$ cat config.mk
export PLATFORM = sky130hd
export DESIGN_NAME = fir_stimulus_gen_flat
export DESIGN_NICKNAME = d
export VERILOG_FILES = /design/src/rtl/fir_stimulus_gen_if.sv /design/src/rtl/fir_stimulus_gen.sv /design/src/flat_wrapper.sv
export SDC_FILE = /design/constraint.sdc
export NUM_CORES = 1
export LEC_CHECK = 0
export CAP_MARGIN = 5
export CORE_MARGIN = 2
export CORE_UTILIZATION = 33
export DETAILED_ROUTE_END_ITERATION = 16
export GPL_TIMING_DRIVEN = 1
export PLACE_DENSITY = 0.58
export SKIP_CTS_REPAIR_TIMING = 1
export SYNTH_ARGS = -nofsm -noshare
export SYNTH_HDL_FRONTEND = slang
export SYNTH_SLANG_ARGS = --single-unit
$ cat constraint.sdc
create_clock -name clk -period 5.4 [get_ports clk]
set_input_delay 0.54 -clock clk [delete_from_list [all_inputs] [get_ports clk]]
set_output_delay 0.54 -clock clk [all_outputs]
set_load 0.02 [all_outputs]
$ cat src/rtl/fir_stimulus_gen_if.sv
// rtl/fir_stimulus_gen_if.sv - control and sample-stream bundle for fir_stimulus_gen
interface fir_stimulus_gen_if #(
    parameter int DATA_W = 16,
    parameter int DIV_W  = 8
);
    logic                     start;
    logic                     stop;
    logic [2:0]               mode;
    logic signed [DATA_W-1:0] amplitude;
    logic [15:0]              period;
    logic [15:0]              length;
    logic [DIV_W-1:0]         rate_div;
    logic signed [DATA_W-1:0] out;
    logic                     out_valid;
    logic                     busy;
    logic                     done;

    modport master (
        output start, stop, mode, amplitude, period, length, rate_div,
        input  out, out_valid, busy, done
    );

    modport slave (
        input  start, stop, mode, amplitude, period, length, rate_div,
        output out, out_valid, busy, done
    );
endinterface

$ cat src/rtl/fir_stimulus_gen.sv
// rtl/fir_stimulus_gen.sv - programmable impulse/step/square/ramp/noise sample source with zero flush
module fir_stimulus_gen #(
    parameter int          DATA_W    = 16,
    parameter int          DIV_W     = 8,
    parameter int          FLUSH_LEN = 4,
    parameter logic [15:0] LFSR_SEED = 16'hACE1
) (
    input  logic                 clk,
    input  logic                 rst,
    fir_stimulus_gen_if.slave    bus
);
    typedef enum logic [1:0] {IDLE, RUN, FLUSH} state_t;

    localparam logic signed [DATA_W-1:0] S_MIN = {1'b1, {(DATA_W-1){1'b0}}};
    localparam logic signed [DATA_W-1:0] S_MAX = {1'b0, {(DATA_W-1){1'b1}}};

    state_t                   state;
    logic [DIV_W-1:0]         div;
    logic [15:0]              n;
    logic [15:0]              fcnt;
    logic [15:0]              lfsr;
    logic signed [DATA_W-1:0] acc;
    logic [15:0]              sq_cnt;
    logic                     sq_neg;

    logic [2:0]               mode_q;
    logic signed [DATA_W-1:0] amp_q;
    logic [15:0]              period_q;
    logic [15:0]              length_q;
    logic [DIV_W-1:0]         rate_q;

    logic                     start_go, stop_go;
    logic [2:0]               c_mode;
    logic signed [DATA_W-1:0] c_amp;
    logic [15:0]              c_period;
    logic [DIV_W-1:0]         c_rate;
    logic [DIV_W-1:0]         p_div;
    logic                     strobe;
    logic [15:0]              s_n, s_sq_cnt, s_lfsr, period_eff;
    logic signed [DATA_W-1:0] s_acc;
    logic                     s_sq_neg, sq_last;
    logic [15:0]              lfsr_nxt;
    logic signed [DATA_W-1:0] neg_amp, wave;
    logic                     sample_fire, flush_fire;

    assign start_go = (state == IDLE) && bus.start;
    assign stop_go  = (state == RUN) && bus.stop;

    // On the accepting cycle the config inputs and fresh burst state are used directly,
    // so a rate_div of 0 can emit sample 0 on the same edge that accepts start.
    always_comb begin
        c_mode   = start_go ? bus.mode      : mode_q;
        c_amp    = start_go ? bus.amplitude : amp_q;
        c_period = start_go ? bus.period    : period_q;
        c_rate   = start_go ? bus.rate_div  : rate_q;
        s_n      = start_go ? 16'd0         : n;
        s_acc    = start_go ? '0            : acc;
        s_sq_cnt = start_go ? 16'd0         : sq_cnt;
        s_sq_neg = start_go ? 1'b0          : sq_neg;
        s_lfsr   = start_go ? LFSR_SEED     : lfsr;
        // start and stop both restart the rate phase at zero
        p_div    = (start_go || stop_go) ? '0 : div;
        strobe   = (p_div == c_rate);
    end

    always_comb begin
        period_eff = (c_period == 16'd0) ? 16'd1 : c_period;
        sq_last    = (s_sq_cnt == period_eff - 16'd1);
        lfsr_nxt   = {s_lfsr[0] ^ s_lfsr[2] ^ s_lfsr[3] ^ s_lfsr[5], s_lfsr[15:1]};
        neg_amp    = (c_amp == S_MIN) ? S_MAX : -c_amp;
        wave       = '0;
        unique case (c_mode)
            3'd0:    wave = (s_n == 16'd0) ? c_amp : '0;
            3'd1:    wave = c_amp;
            3'd2:    wave = s_sq_neg ? neg_amp : c_amp;
            3'd3:    wave = s_acc;
            3'd4:    wave = DATA_W'(lfsr_nxt);
            default: wave = '0;
        endcase
    end

    always_comb begin
        sample_fire = strobe &&
                      ((start_go && bus.length != 16'd0) ||
                       (state == RUN && !stop_go && n != length_q));
        flush_fire  = strobe &&
                      ((start_go && bus.length == 16'd0) ||
                       stop_go ||
                       (state == RUN && n == length_q) ||
                       (state == FLUSH && fcnt != 16'(FLUSH_LEN)));
    end

    always_ff @(posedge clk or posedge rst) begin
        if (rst) begin
            state     <= IDLE;
            bus.out   <= '0;
            bus.out_valid <= 1'b0;
            bus.busy  <= 1'b0;
            bus.done  <= 1'b0;
            div       <= '0;
            n         <= 16'd0;
            fcnt      <= 16'd0;
            lfsr      <= LFSR_SEED;
            acc       <= '0;
            sq_cnt    <= 16'd0;
            sq_neg    <= 1'b0;
            mode_q    <= 3'd0;
            amp_q     <= '0;
            period_q  <= 16'd0;
            length_q  <= 16'd0;
            rate_q    <= '0;
        end else begin
            bus.out_valid <= 1'b0;
            bus.done      <= 1'b0;
            unique case (state)
                IDLE: begin
                    div <= '0;
                    if (bus.start) begin
                        mode_q   <= bus.mode;
                        amp_q    <= bus.amplitude;
                        period_q <= bus.period;
                        length_q <= bus.length;
                        rate_q   <= bus.rate_div;
                        bus.busy <= 1'b1;
                        n        <= 16'd0;
                        acc      <= '0;
                        sq_cnt   <= 16'd0;
                        sq_neg   <= 1'b0;
                        lfsr     <= LFSR_SEED;
                        div      <= strobe ? '0 : p_div + 1'b1;
                        state    <= (bus.length == 16'd0) ? FLUSH : RUN;
                    end
                end
                RUN: begin
                    div <= strobe ? '0 : p_div + 1'b1;
                    if (stop_go || (strobe && n == length_q))
                        state <= FLUSH;
                end
                FLUSH: begin
                    if (fcnt == 16'(FLUSH_LEN)) begin
                        state    <= IDLE;
                        bus.busy <= 1'b0;
                        bus.done <= 1'b1;
                        bus.out  <= '0;
                        div      <= '0;
                        fcnt     <= 16'd0;
                    end else begin
                        div <= strobe ? '0 : p_div + 1'b1;
                    end
                end
                default: state <= IDLE;
            endcase

            if (sample_fire) begin
                bus.out       <= wave;
                bus.out_valid <= 1'b1;
                n             <= s_n + 16'd1;
                acc           <= s_acc + c_amp;
                sq_cnt        <= sq_last ? 16'd0 : s_sq_cnt + 16'd1;
                sq_neg        <= s_sq_neg ^ sq_last;
                lfsr          <= lfsr_nxt;
            end
            if (flush_fire) begin
                bus.out       <= '0;
                bus.out_valid <= 1'b1;
                fcnt          <= fcnt + 16'd1;
            end
        end
    end
endmodule
$ cat src/flat_wrapper.sv
// flat-port wrapper written by rule: the top's interface ports become plain ports
module fir_stimulus_gen_flat 
#(
    parameter int          DATA_W    = 16,
    parameter int          DIV_W     = 8,
    parameter int          FLUSH_LEN = 4,
    parameter logic [15:0] LFSR_SEED = 16'hACE1
)
  (clk, rst, bus_start, bus_stop, bus_mode, bus_amplitude, bus_period, bus_length, bus_rate_div, bus_out, bus_out_valid, bus_busy, bus_done);
  fir_stimulus_gen_if #(.DATA_W(DATA_W), .DIV_W(DIV_W)) bus_i ();
  input  logic clk;
  input  logic rst;
  input wire logic [$bits(bus_i.start)-1:0] bus_start;
  input wire logic [$bits(bus_i.stop)-1:0] bus_stop;
  input wire logic [$bits(bus_i.mode)-1:0] bus_mode;
  input wire logic [$bits(bus_i.amplitude)-1:0] bus_amplitude;
  input wire logic [$bits(bus_i.period)-1:0] bus_period;
  input wire logic [$bits(bus_i.length)-1:0] bus_length;
  input wire logic [$bits(bus_i.rate_div)-1:0] bus_rate_div;
  output wire logic [$bits(bus_i.out)-1:0] bus_out;
  output wire logic [$bits(bus_i.out_valid)-1:0] bus_out_valid;
  output wire logic [$bits(bus_i.busy)-1:0] bus_busy;
  output wire logic [$bits(bus_i.done)-1:0] bus_done;
  assign bus_i.start = bus_start;
  assign bus_i.stop = bus_stop;
  assign bus_i.mode = bus_mode;
  assign bus_i.amplitude = bus_amplitude;
  assign bus_i.period = bus_period;
  assign bus_i.length = bus_length;
  assign bus_i.rate_div = bus_rate_div;
  assign bus_out = bus_i.out;
  assign bus_out_valid = bus_i.out_valid;
  assign bus_busy = bus_i.busy;
  assign bus_done = bus_i.done;
  fir_stimulus_gen #(.DATA_W(DATA_W), .DIV_W(DIV_W), .FLUSH_LEN(FLUSH_LEN), .LFSR_SEED(LFSR_SEED)) u_core (.clk(clk), .rst(rst), .bus(bus_i));
endmodule
==> metrics.yaml <==
outcome: "completed"
p_leak_nw: 5.73
core_area_sq_um: 31500
skew_ns: 0.0143
chipWidth_um: 183
path_clk_slew_ns: 0.07
place_hpwl_um: 21900
yosysUniqueCellTypes: 77
synth_top_area_share: 0.383
syn_inst: 1231
max-cap-violations: 0
path_max_fanout: 13
hold_ws_ns: 0.493
worst_pin_slew_ns: 1.20
ys_ff_latch: 169
clock_latency_ns: 0.45
drive_above_1_share: 0.0776
start_util: 0.334
ios: 82
synth-edff-count: 0
criticalPathCategory: "reg -> reg"
fin_nets: 1392
dieArea_sq_um: 33300
grt_pass1_wl_um: 48900
cp-end-kind: "register"
ys.flop_type: "dfrtp_1"
rsz0062_at_grt: "false"
numCtsBuffers: 17
period_share: 0.913
setup_violations: 0
period_needed_ns: 4.93
viasPerCell: 5.51
ys_warn_count: 0
drt_iter0_drc: 860
drv_slew: 0
die_h_um: 183
startpoint_type: "register"
cts_tree: "done"
cts-root-buf: "clkbuf_16"
clock_path_buffers: 2
synth_top_cell_by_area: "dfrtp_1"
wl_per_cell_um: 17.5
avgSynthCellArea_sq_um: 8.55
vdd_drop_max_uv: 170
h-tree-depth: 4
grt_pass1_vias: 9161
synthesis.nets: 1322
setup_ws_ns: 0.472
power_density_nw_per_um2: 209
worstPathArrival_ns: 5.23
n_fill_cell: 3149
max-slew-margin-rel: 0.196
syn_area_sq_um: 10500
final_cell_mix: "244 x nand2_1, 161 x dfrtp_1, 84 x o21ai_0, 82 x nor2_1, 81 x clkdlybuf4s50_1"
area_delta_synth_final_pct: 17.4
drt_wl_total_um: 30100
placement_rows: 65
finalSetupTns_ns: 0
overflow: 0
final-hold-violation-count: 0
drc: 0
antenna_found_initial: 0
io_buffers: 81
antenna_left: 0
seq_area_frac_synth: 0.403
crit_required_ns: 5.71
drtPass1Iterations: 7
max_freq_mhz: 203
place_ws_ns: 0.266
grt_max_degree: 88
final_common_cell: "nand2_1"
yosys-top-cells-area: "dfrtp_1 38%, nand2_1 8.7%, o21ai_0 4.0%"
numClockSinks: 169
track_usage: 0.183
num_vias: 9458
hold_path_class: "reg -> reg"
synthArstFlopShare: 1.00
place.gp.congestion: 0.891
metrics by stage:
| stage | utilization | instance area [sq um] | instances | power (mW) |
|---|---|---|---|---|
| after global placement | 0.374 | 11800 | 1683 | 1.39 |
| final | 0.392 | 12400 | 1717 | 2.58 |
| after detailed placement | 0.374 | 11800 | 1683 | 1.39 |
| after global routing | 0.392 | 12300 | 1716 | 2.67 |
| after CTS | 0.392 | 12300 | 1715 | 2.61 |
| after floorplan | - | 10500 | 1231 | 1.32 |
final timing paths:
kind                                           startpoint                        endpoint  slack, ns  depth (start not counted)
min reg2reg                u_core.bus.out[13]$_DFFE_PP0P_  u_core.bus.out[13]$_DFFE_PP0P_       0.49                          2
min                        u_core.bus.out[13]$_DFFE_PP0P_  u_core.bus.out[13]$_DFFE_PP0P_       0.49                          2
min in group asynchronous                             rst    u_core.rate_q[4]$_DFFE_PP0N_       0.65                          2
max in group asynchronous                             rst      u_core.lfsr[6]$_DFFE_PP1P_       3.58                          3
max                           u_core.state[0]$_DFFE_PP0P_    u_core.sq_cnt[7]$_DFFE_PP0P_       0.47                         17
max reg2reg                   u_core.state[0]$_DFFE_PP0P_    u_core.sq_cnt[7]$_DFFE_PP0P_       0.47                         17
sequential cells by signal, indices dropped and copies added (netlist names), 16 cells and up:
name / flops
u_core.bus.out: 16
u_core.lfsr: 16
u_core.sq_cnt: 16
u_core.length_q: 16
u_core.period_q: 16
u_core.amp_q: 16
u_core.acc: 16
u_core.n: 16
u_core.fcnt: 16
power breakdown:
part	switching, mW	internal (mW)
Sequential	0	1.27
Clock	0.551	0.666
Combinational	0.0508	0.0455
Total	0.602	1.98
metal layers:
layer | up-vias | part of all wire | track usage | wire length [um]
met3 | 39 | 0.046 | 0.0303 | 1400
met2 | 256 | 0.47 | 0.297 | 14100
met1 | 4606 | 0.47 | 0.250 | 14000
li1 | 4557 | - | - | -
met5 | - | 0 | 0 | 0
met4 | 0 | 0.017 | 0.0584 | 513
cell type report:
type                    instances  area (sq um)  area share
clock buffers                  20           457      0.0370
well taps                     402           503      0.0407
repair buffers                106          1000      0.0811
multi-input cells             975          5910       0.478
flip-flops and latches        169          4240       0.343
diodes                          1          2.50    0.000203
clock inverters                12           115     0.00932
inverters                      32           125      0.0101
cells by family (layout without fill, tap and decap cells):
| family | after synthesis | count (layout) | synth area share |
|---|---|---|---|
| other | 0 | 1 | 0 |
| multiplexers | 25 | 25 | 0.0247 |
| XOR/XNOR | 79 | 79 | 0.0672 |
| flip-flops | 169 | 169 | 0.403 |
| AO/OA/AOI/OAI | 293 | 293 | 0.183 |
| AND/OR/NAND/NOR | 550 | 550 | 0.251 |
| adder cells (fa/ha/maj) | 28 | 28 | 0.0340 |
| buffers and inverters | 87 | 170 | 0.0372 |
cells in the mapped netlist (all sizes together), types with 20 or more instances:
master	instances
buf	35
clkbuf	20
nand2	245
nor2	82
xnor2	42
xor2	36
dfrtp	161
and2	25
or3	25
ha	27
o21ai	97
nand3	38
nand4	30
a21oi	53
inv	32
nor3	27
worst max-delay path, stage by stage, from the launching register on:
cell       delay (ns)
dfrtp_1          0.41
inv_1            0.08
ha_1             0.23
buf_4            0.20
a211o_1          0.31
a221o_1          0.45
nor4_4           0.33
and2_1           0.24
nor2_1           0.07
ha_1             0.29
xor3_1           0.37
a21oi_1          0.18
a211oi_1         0.13
a2111oi_0        0.40
and4_1           0.28
nand4_2          0.23
o31ai_4          0.48
nor2_1           0.10
(Power assumes the default switching activity.)
